--- src/rtl/clk_mon.sv ---
// Clock monitor: measures period and high time of an asynchronous clock in
// reference-clock cycles, checks it against a window, and flags loss of activity.
module clk_mon #(
  parameter int CNT_WIDTH   = 16,
  parameter int SYNC_STAGES = 2,
  parameter int LOCK_COUNT  = 4
) (
  input  logic                 clk_i,
  input  logic                 srst_i,
  input  logic                 en_i,
  input  logic                 mon_clk_i,
  input  logic [CNT_WIDTH-1:0] exp_min_i,
  input  logic [CNT_WIDTH-1:0] exp_max_i,
  input  logic [CNT_WIDTH-1:0] timeout_i,
  input  logic                 clr_i,
  output logic [CNT_WIDTH-1:0] period_o,
  output logic [CNT_WIDTH-1:0] high_o,
  output logic                 meas_valid_o,
  output logic                 too_fast_o,
  output logic                 too_slow_o,
  output logic                 lost_o,
  output logic                 locked_o
);

  localparam int RUN_W = $clog2(LOCK_COUNT + 1);
  localparam logic [CNT_WIDTH-1:0] CNT_MAX = '1;
  localparam logic [CNT_WIDTH-1:0] CNT_ONE = CNT_WIDTH'(1);
  localparam logic [RUN_W-1:0]     RUN_MAX = RUN_W'(LOCK_COUNT);

  typedef enum logic [1:0] {IDLE, ARM, MEASURE, LOST} state_t;

  function automatic logic [CNT_WIDTH-1:0] sat_inc(input logic [CNT_WIDTH-1:0] v);
    return (v == CNT_MAX) ? v : v + CNT_ONE;
  endfunction

  state_t                 state_q, state_d;
  logic [SYNC_STAGES-1:0] sync_q, sync_d;
  logic                   hist_q, hist_d;
  logic [CNT_WIDTH-1:0]   per_cnt_q, per_cnt_d;
  logic [CNT_WIDTH-1:0]   hi_cnt_q, hi_cnt_d;
  logic [CNT_WIDTH-1:0]   tmo_cnt_q, tmo_cnt_d;
  logic [RUN_W-1:0]       run_cnt_q, run_cnt_d;
  logic [CNT_WIDTH-1:0]   period_q, period_d;
  logic [CNT_WIDTH-1:0]   high_q, high_d;
  logic                   meas_valid_q, meas_valid_d;
  logic                   too_fast_q, too_fast_d;
  logic                   too_slow_q, too_slow_d;
  logic                   lost_q, lost_d;
  logic                   locked_q, locked_d;
  logic                   mon_s, rise, tmo_hit;
  logic                   set_fast, set_slow, set_lost;

  assign mon_s   = sync_q[SYNC_STAGES-1];
  assign rise    = mon_s & ~hist_q;
  // tmo_cnt counts cycles since the last rise, or since entering ARM
  assign tmo_hit = (timeout_i != '0) && (tmo_cnt_q >= timeout_i);

  always_comb begin
    sync_d       = {sync_q[SYNC_STAGES-2:0], mon_clk_i};
    hist_d       = mon_s;
    state_d      = state_q;
    per_cnt_d    = per_cnt_q;
    hi_cnt_d     = hi_cnt_q;
    tmo_cnt_d    = tmo_cnt_q;
    run_cnt_d    = run_cnt_q;
    period_d     = period_q;
    high_d       = high_q;
    meas_valid_d = 1'b0;
    set_fast     = 1'b0;
    set_slow     = 1'b0;
    set_lost     = 1'b0;

    if (!en_i) begin
      state_d   = IDLE;
      per_cnt_d = '0;
      hi_cnt_d  = '0;
      tmo_cnt_d = '0;
      run_cnt_d = '0;
    end else begin
      case (state_q)
        IDLE: begin
          state_d   = ARM;
          per_cnt_d = '0;
          hi_cnt_d  = '0;
          tmo_cnt_d = CNT_ONE;
          run_cnt_d = '0;
        end
        ARM: begin
          per_cnt_d = '0;
          hi_cnt_d  = '0;
          if (rise) begin
            state_d   = MEASURE;
            per_cnt_d = CNT_ONE;
            hi_cnt_d  = CNT_ONE;
            tmo_cnt_d = CNT_ONE;
          end else if (tmo_hit) begin
            state_d   = LOST;
            set_lost  = 1'b1;
            run_cnt_d = '0;
          end else begin
            tmo_cnt_d = sat_inc(tmo_cnt_q);
          end
        end
        MEASURE: begin
          if (rise) begin
            period_d     = per_cnt_q;
            high_d       = hi_cnt_q;
            meas_valid_d = 1'b1;
            per_cnt_d    = CNT_ONE;
            hi_cnt_d     = CNT_ONE;
            tmo_cnt_d    = CNT_ONE;
            if (per_cnt_q < exp_min_i) begin
              set_fast  = 1'b1;
              run_cnt_d = '0;
            end else if (per_cnt_q > exp_max_i) begin
              set_slow  = 1'b1;
              run_cnt_d = '0;
            end else if (run_cnt_q != RUN_MAX) begin
              run_cnt_d = run_cnt_q + 1'b1;
            end
          end else if (tmo_hit) begin
            state_d   = LOST;
            set_lost  = 1'b1;
            run_cnt_d = '0;
          end else begin
            per_cnt_d = sat_inc(per_cnt_q);
            hi_cnt_d  = mon_s ? sat_inc(hi_cnt_q) : hi_cnt_q;
            tmo_cnt_d = sat_inc(tmo_cnt_q);
          end
        end
        LOST: begin
          run_cnt_d = '0;
          // the interrupted period is never published; start fresh
          if (rise) begin
            state_d   = MEASURE;
            per_cnt_d = CNT_ONE;
            hi_cnt_d  = CNT_ONE;
            tmo_cnt_d = CNT_ONE;
          end
        end
        default: state_d = IDLE;
      endcase
    end

    too_fast_d = (too_fast_q & ~clr_i) | set_fast;
    too_slow_d = (too_slow_q & ~clr_i) | set_slow;
    lost_d     = (lost_q & ~clr_i) | set_lost;
    locked_d   = (run_cnt_d == RUN_MAX);
  end

  always_ff @(posedge clk_i) begin
    if (srst_i) begin
      state_q      <= IDLE;
      sync_q       <= '0;
      hist_q       <= 1'b0;
      per_cnt_q    <= '0;
      hi_cnt_q     <= '0;
      tmo_cnt_q    <= '0;
      run_cnt_q    <= '0;
      period_q     <= '0;
      high_q       <= '0;
      meas_valid_q <= 1'b0;
      too_fast_q   <= 1'b0;
      too_slow_q   <= 1'b0;
      lost_q       <= 1'b0;
      locked_q     <= 1'b0;
    end else begin
      state_q      <= state_d;
      sync_q       <= sync_d;
      hist_q       <= hist_d;
      per_cnt_q    <= per_cnt_d;
      hi_cnt_q     <= hi_cnt_d;
      tmo_cnt_q    <= tmo_cnt_d;
      run_cnt_q    <= run_cnt_d;
      period_q     <= period_d;
      high_q       <= high_d;
      meas_valid_q <= meas_valid_d;
      too_fast_q   <= too_fast_d;
      too_slow_q   <= too_slow_d;
      lost_q       <= lost_d;
      locked_q     <= locked_d;
    end
  end

  assign period_o     = period_q;
  assign high_o       = high_q;
  assign meas_valid_o = meas_valid_q;
  assign too_fast_o   = too_fast_q;
  assign too_slow_o   = too_slow_q;
  assign lost_o       = lost_q;
  assign locked_o     = locked_q;

endmodule

--- config.mk ---
export PLATFORM = sky130hd
export DESIGN_NAME = clk_mon
export DESIGN_NICKNAME = d
export VERILOG_FILES = /design/src/rtl/clk_mon.sv
export SDC_FILE = /design/constraint.sdc
export NUM_CORES = 1
export LEC_CHECK = 0
export BUFFER_PORTS_ARGS = -buffer_cell sky130_fd_sc_hd__clkbuf_2
export CAP_MARGIN = 30
export CORE_MARGIN = 2
export CORE_UTILIZATION = 57
export CTS_CLUSTER_SIZE = 30
export DETAILED_ROUTE_END_ITERATION = 7
export GPL_TIMING_DRIVEN = 0
export PLACE_DENSITY = 0.8
export REMOVE_ABC_BUFFERS = 1
export SLEW_MARGIN = 20
export SYNTH_ARGS = -nofsm -noshare
export SYNTH_HDL_FRONTEND = slang
export SYNTH_SLANG_ARGS = --single-unit
export TNS_END_PERCENT = 50
--- constraint.sdc ---
create_clock -name clk_i -period 2.9 [get_ports clk_i]
set_input_delay 0.58 -clock clk_i [delete_from_list [all_inputs] [get_ports clk_i]]
set_output_delay 0.58 -clock clk_i [all_outputs]
set_load 0.02 [all_outputs]
==> metrics.md, run 1 <==
| Metric | Value |
|---|---|
| Outcome | completed |
| First-pass GRT wire length | between 20000 and 25000 um |
| Final Hold Fails | 0 |
| Avg Cell Area, Syn | 7.77 um2 |
| DIE WIDTH | 103 um |
| Root Driver | clkbuf_8 |
| Netlist Area Pre-Place | approximately 0.0056 mm2 |
| Clock-pin slew on the worst setup and hold paths | 0.09 ns |
| Drt first pass iters | 5 |
| Number of library cell types mapped by synthesis | 66 |
| Final setup fails | 0 |
| CTS tree | done |
| Clk_skew | roughly 0.0095 ns |
| Leak pwr | roughly 0.0027 uW |
| Place WS | -0.493 ns |
| Post-DP HPWL | a little over 10000 um |
| Vias in the first global route | approximately 5000 |
| Top FF cell, synth | dfxtp_1 |
| Min Tclk post-route | 2.81 ns |
| Layout cell share with drive strength beyond 1 | 17.0% |
| Internal | roughly 1800 uW |
| H-tree levels | 3 |
| Max VDD drop | ~0.00018 V |
| Power share of the sequential group | a little over half |
| Comb pwr share | 6.5% |
| EDFF count, synth | 0 |
| Clk pwr share | between 30% and 40% |
| Worst slew pin tran | around 0.99 ns |
| CP Cell Sequence | inv_1 -> ha_1 -> nand2b_1 -> a2111oi_0 -> or4_4 -> a31o_4 -> a311oi_4 -> or4_1 -> a21oi_1 |
| CP Max Fanout | 14 |
| Post-synthesis register bit count | 93 |
| Critical path's slowest cell | a311oi_4 |
| Hold buffers post-CTS | 0 |
| # IOs | 90 |
| Req. time, crit path | ~3.1 ns |
| Switching fraction of total power | 23.0% |
| Utilization after layout | between 60% and 70% |
| CP Data Arrival Time | approximately 3 ns |
| WS Path Type | register to register |
| Drt first-iter violations | 336 |
| CP endpoint kind | register |
| Core Rows | 36 |
| Routed Wire Length | 13700 um |
| Initial antenna violation count | 0 |
| Total CTS buffers | 9 |
| DRC | 0 |
| Register area share after synthesis | about a third |
| Fmax | roughly 360 MHz |
| Drt wl/cell | between 10 and 15 um |
| Core area | just under 0.01 mm2 |
| Sequential cell area | 0.00187 mm2 |
| Cell Pwr Density | between 300 and 400 mW/mm2 |
| Area of the multi-input gates | approximately 0.0035 mm2 |
| Worst setup SP type | register |
| Port Buf Inserts | 89 |
| Largest net degree at the start of global routing | 39 |
| Die area | about 0.011 mm2 |
| FILL cells | between 800 and 900 |
| Warnings from Yosys | 0 |
| Final Max Tran Viols | 0 |
| Fin crit share | 96.9% |
| Post-synth ARST share | 0% |
| Hold Path Class | input pin to register |
| Syn Inst Count | between 700 and 800 |
| Clock Path Buffers | 2 |
| Final antenna diode count | 0 |
| Grt total ovfl | 0 |
| Die Y-Extent | around 100 um |
| Psw | 547 uW |
| Worst-Skew Late Latency | 0.36 ns |
| # Max-Cap Violations | 0 |
| Max_slew headroom | between 30 and 40% |
| Vias | approximately 5500 |
| Fin nets | 910 |
| Starting Density | between 50% and 60% |
| Sink Count | 93 |
| Placer congestion estimate | 0.851 |
| Area growth, synth to finish | 14.5% |
| Antenna Nets Post-Route | 0 |
| Minimum hold slack | 0.429 ns |
| CP peak stage delay | approximately 0.60 ns |
| Final setup margin | 0.0901 ns |
| Gr usage total | between 20% and 30% |
| Vias/cell | 5.91 |
-- flip-flops by register name, indices dropped and copies added, names as in the netlist --
name and flops:
lost_o 1, high_o 16, too_fast_o 1, sync_q 2
state_q 2, meas_valid_o 1, per_cnt_q 16, locked_o 1
period_o 16, run_cnt_q 3, too_slow_o 1, hi_cnt_q 16
hist_q 1, tmo_cnt_q 16
-- Yosys cell counts, types with 2 or more instances --
| library cell | count | area share [%] |
|---|---|---|
| o21ai_0 | 47 | 4.2 |
| a21oi_2 | 2 | 0.31 |
| o211ai_1 | 4 | 0.54 |
| buf_2 | 5 | 0.45 |
| inv_1 | 62 | 4.1 |
| or2_2 | 2 | 0.22 |
| o21a_1 | 4 | 0.54 |
| o31ai_1 | 19 | 2.5 |
| and4_1 | 6 | 0.94 |
| clkbuf_1 | 19 | 1.3 |
| dfxtp_1 | 93 | 33 |
| and2_1 | 7 | 0.78 |
| ha_1 | 57 | 13 |
| o41ai_1 | 5 | 0.78 |
| nor2b_1 | 7 | 0.78 |
| or4_1 | 6 | 0.80 |
| nor3b_1 | 3 | 0.40 |
| o21ai_1 | 6 | 0.54 |
| a21o_1 | 3 | 0.40 |
| or3_1 | 7 | 0.78 |
| a32o_1 | 3 | 0.54 |
| mux2i_1 | 4 | 0.71 |
| nor3_1 | 6 | 0.54 |
| a21boi_0 | 4 | 0.54 |
| and3_1 | 7 | 0.78 |
| nor2_1 | 48 | 3.2 |
| a21oi_1 | 71 | 6.3 |
| nand2b_1 | 5 | 0.56 |
| nand3_1 | 33 | 2.9 |
| or4b_1 | 2 | 0.36 |
| nand4_1 | 13 | 1.4 |
| a2111oi_0 | 2 | 0.31 |
| nand2_1 | 113 | 7.6 |
| nor4_1 | 7 | 0.78 |
| a31oi_1 | 6 | 0.67 |
| nand3b_1 | 2 | 0.27 |
| a31o_2 | 2 | 0.31 |
| a221oi_1 | 2 | 0.31 |
-- cell families after synthesis --
| kind of cell | Yosys count | synth area share, % |
|---|---|---|
| compound gates | 195 | 22.1 |
| fa+ha+maj | 57 | 12.7 |
| buf+inv | 89 | 6.22 |
| flops | 93 | 33.2 |
| mux | 4 | 0.714 |
| simple gates | 284 | 25.0 |
-- layout by cell type (no fill, tap or decap), types with 9 or more instances in the layout --
master,instances
nand2_1,113
dfxtp_1,90
clkbuf_2,89
a21oi_1,70
inv_1,62
ha_1,55
nor2_1,48
o21ai_0,46
nand3_1,32
o31ai_1,19
nand4_1,13
clkbuf_8,9
-- layer usage --
metal	vias up	GRT usage (%)	wire [um]
met5	-	0	0
met4	0	9.51	217
met3	19	5.38	876
met2	218	47.4	6760
met1	2581	30.6	5830
li1	2728	-	-
-- power groups by stage --
stage / Clock (uW) / Sequential (uW) / Combinational [uW]
2_1_floorplan: 0 / 1310 / 79.3
3_3_place_gp: 0 / 1310 / 139
3_5_place_dp: 0 / 1310 / 149
4_1_cts: 959 / 1280 / 150
5_1_grt: 1010 / 1280 / 174
6_report: 943 / 1280 / 154
-- layout make-up --
cell class / count / share of cell area [%]
Clock buffer: 11 / 2.05
Clock inverter: 5 / 1.29
Inverter: 63 / 3.68
Multi-Input combinational cell: 540 / 53.9
Sequential cell: 93 / 29.0
Tap cell: 133 / 2.59
Timing Repair Buffer: 93 / 7.48
-- final timing paths --
kind           startpoint            to  slack [ns]  depth (start not counted)
max          tmo_cnt_q[0]  tmo_cnt_q[6]        0.09                          9
min             mon_clk_i     sync_q[0]        0.43                          2
max reg2reg  tmo_cnt_q[0]  tmo_cnt_q[6]        0.09                          9
min reg2reg     sync_q[0]     sync_q[1]        0.45                          1
-- metrics by stage --
stage	area [um2]	instances	power, uW	TNS (ns)
2_1_floorplan	5500	696	1390	0
3_3_place_gp	6110	918	1450	-14.54
3_5_place_dp	6140	920	1460	-9.05
4_1_cts	6360	936	2390	0
5_1_grt	6420	938	2470	-0.00413
6_report	6420	938	2380	0
-- what timing repair did --
action,in CTS,in global routing
endpoints found under the hold margin,0,0
gates resized for setup,3,9
setup endpoints to repair,23,29
pin swaps,0,2
buffers inserted,0,1
-- critical path: cells and delay by family (launching register included) --
family	cells	cell delay [ns]
AOI/OAI and AO/OA	4	1.07
adders and majority gates	1	0.28
DFF	1	0.36
buffers and inverters	1	0.09
and+or+nand+nor	3	0.85
Note: power is estimated with default switching activity, not from simulation.
==> run 2, diff against run 1 <==
Settings changed: RECOVER_POWER from default to 25.
==> metrics.md, run 2 (synthesized netlist as in run 1, its figures left out) <==
| Metric | Value |
|---|---|
| Outcome | completed (unchanged) |
| Switching fraction of total power | 23.0% (about the same) |
| Antenna Nets Post-Route | 0 (unchanged) |
| Total CTS buffers | 9 (unchanged) |
| CTS tree | done (unchanged) |
| DRC | 0 (unchanged) |
| Drt first-iter violations | 347 (was 336) |
| Power share of the sequential group | 53.9% (about the same) |
| Final setup margin | 0.0943 ns (was 0.0901 ns) |
| Core area | 0.00968 mm2 (unchanged) |
| Final setup fails | 0 (unchanged) |
| CP Cell Sequence | inv_1 -> ha_1 -> nand2b_1 -> a2111oi_0 -> or4_4 -> a31o_4 -> a311oi_4 -> or4_1 -> a21oi_1 (unchanged) |
| Worst setup SP type | register (unchanged) |
| Worst-Skew Late Latency | 0.36 ns (about the same) |
| Clk pwr share | 39.7% (was 39.6%) |
| H-tree levels | 3 (unchanged) |
| Most common cell after layout, fill and taps aside | nand2_1 (unchanged) |
| Critical path startpoint | tmo_cnt_q[0] (unchanged) |
| Port Buf Inserts | 89 (unchanged) |
| Reg2reg end | tmo_cnt_q[6] (unchanged) |
| Layout cell share with drive strength beyond 1 | 13.5% (was 17.0%) |
| Max VDD drop | 0.000178 V (was 0.000177 V) |
| Root Driver | clkbuf_8 (unchanged) |
| Critical Path End | tmo_cnt_q[6] (unchanged) |
| Cell Pwr Density | 373 mW/mm2 (was 370 mW/mm2) |
| Grt total ovfl | 0 (unchanged) |
| Clk_skew | 0.00951 ns (about the same) |
| Clock-pin slew on the worst setup and hold paths | 0.09 ns (about the same) |
| Psw | 548 uW (was 547 uW) |
| Placer congestion estimate | 0.851 (unchanged) |
| Final Hold Fails | 0 (unchanged) |
| Largest net degree at the start of global routing | 39 (unchanged) |
| CP endpoint kind | register (unchanged) |
| Critical path's slowest cell | a311oi_4 (unchanged) |
| Vias in the first global route | 5088 (unchanged) |
| Initial antenna violation count | 0 (unchanged) |
| Hold buffers post-CTS | 0 (unchanged) |
| Dpl cell area | 0.00614 mm2 (unchanged) |
| Finished Cell Area | 0.00639 mm2 (was 0.00642 mm2) |
| # Max-Cap Violations | 0 (unchanged) |
| Drt wl/cell | 14.7 um (was 14.6 um) |
| Final antenna diode count | 0 (unchanged) |
| Max_slew headroom | 35.9% (was 33.7%) |
| Routed Wire Length | 13800 um (was 13700 um) |
| Leak pwr | 0.00256 uW (was 0.00266 uW) |
| Clock Path Buffers | 2 (unchanged) |
| Reg2reg path depth | 9 (unchanged) |
| Starting Density | 57.9% (unchanged) |
| Worst r2r src | tmo_cnt_q[0] (unchanged) |
| Utilization after layout | 66.0% (was 66.3%) |
| Total power | 2380 uW (about the same) |
| # IOs | 90 (unchanged) |
| Min Tclk post-route | 2.81 ns (about the same) |
| Comb pwr share | 6.5% (about the same) |
| Hold Path Class | input pin to register (unchanged) |
| DIE WIDTH | 103 um (unchanged) |
| Req. time, crit path | 3.10 ns (about the same) |
| Final Max Tran Viols | 0 (unchanged) |
| Vias | 5529 (was 5546) |
| Worst slew pin tran | 0.955 ns (was 0.987 ns) |
| Area growth, synth to finish | 13.9% (was 14.5%) |
| Vias/cell | 5.89 (was 5.91) |
| Die Y-Extent | 103 um (unchanged) |
| CP Data Arrival Time | 3.01 ns (about the same) |
| Fin nets | 910 (unchanged) |
| FF-to-FF setup slack | 0.09 ns (about the same) |
| Drt first pass iters | 5 (unchanged) |
| WS Path Type | register to register (unchanged) |
| CP peak stage delay | 0.60 ns (about the same) |
| Post-DP HPWL | 10100 um (unchanged) |
| Fmax | 356 MHz (about the same) |
| Gr usage total | 26.2% (unchanged) |
| CP Max Fanout | 14 (unchanged) |
| Internal | 1830 uW (about the same) |
| Commonest non-fill, non-tap cells in the layout | 113 x nand2_1, 90 x dfxtp_1, 70 x a21oi_1, 62 x inv_1, 61 x clkbuf_2 (was 113 x nand2_1, 90 x dfxtp_1, 89 x clkbuf_2, 70 x a21oi_1, 62 x inv_1) |
| Sink Count | 93 (unchanged) |
| Die area | 0.0107 mm2 (unchanged) |
| Fin crit share | 96.7% (was 96.9%) |
| Place WS | -0.493 ns (unchanged) |
| Core Rows | 36 (unchanged) |
| First-pass GRT wire length | 22500 um (unchanged) |
-- run 2: changes by cell type in the layout (fill, tap and decap cells not counted) --
cell / change
clkbuf_2: -28
clkbuf_1: +28
-- run 2: how the worst min path moves through the flow --
stage / startpoint / endpoint / depth (start not counted)
floorplan: sync_q[0] / sync_q[1] / 1
global placement: sync_q[0] / sync_q[1] / 1
detailed placement: sync_q[0] / sync_q[1] / 1
CTS: mon_clk_i / sync_q[0] / 2
global route: mon_clk_i / sync_q[0] / 2
finish: mon_clk_i / sync_q[0] / 2
-- run 2: what timing repair did --
| action | 4_1_cts | 5_1_grt |
|---|---|---|
| setup buffers | 0 | 1 |
| gates resized for setup | 3 | 9 |
| endpoints found under the setup margin | 23 | 29 |
| cloned | 0 | 0 |
| pin swaps | 0 | 2 |
-- run 2: power groups by stage --
| stage | clock network (uW) | registers [uW] | logic, uW |
|---|---|---|---|
| final | 944 | 1280 | 154 |
| after global routing | 1010 | 1280 | 174 |
| after CTS | 959 | 1280 | 150 |
| after detailed placement | 0 | 1310 | 149 |
| after global placement | 0 | 1310 | 139 |
| after floorplan | 0 | 1310 | 79.3 |
-- run 2: metrics by stage --
step	std cells	hold WS (ns)	setup TNS [ns]
global route	938	0.436	-0.00413
finish	938	0.430	0
CTS	936	0.421	0
detailed placement	920	0.436	-9.05
global placement	918	0.438	-14.54
floorplan	696	0.414	0
-- run 2: layout make-up --
type	count	area (um2)
clock buffers	11	131
clock inverters	5	82.6
fillers	835	3300
inverters	63	236
multi-input cells	540	3460
flip-flops and latches	93	1870
well taps	133	166
repair buffers	93	445
-- run 2: layer usage --
| layer | global-route usage, % | share of wire, % | routed length [um] | vias up |
|---|---|---|---|---|
| met3 | 5.38 | 5.2 | 717 | 23 |
| li1 | - | - | - | 2739 |
| met2 | 47.4 | 49 | 6790 | 182 |
| met5 | 0 | 0 | 0 | - |
| met1 | 30.6 | 44 | 6020 | 2585 |
| met4 | 9.51 | 1.6 | 224 | 0 |
-- run 2: critical path: cells and delay by family, from the launching register on --
family | cells | cell delay, ns
buffers and inverters | 1 | 0.09
adders and majority gates | 1 | 0.27
DFF | 1 | 0.36
AOI/OAI and AO/OA | 4 | 1.07
and+or+nand+nor | 3 | 0.85
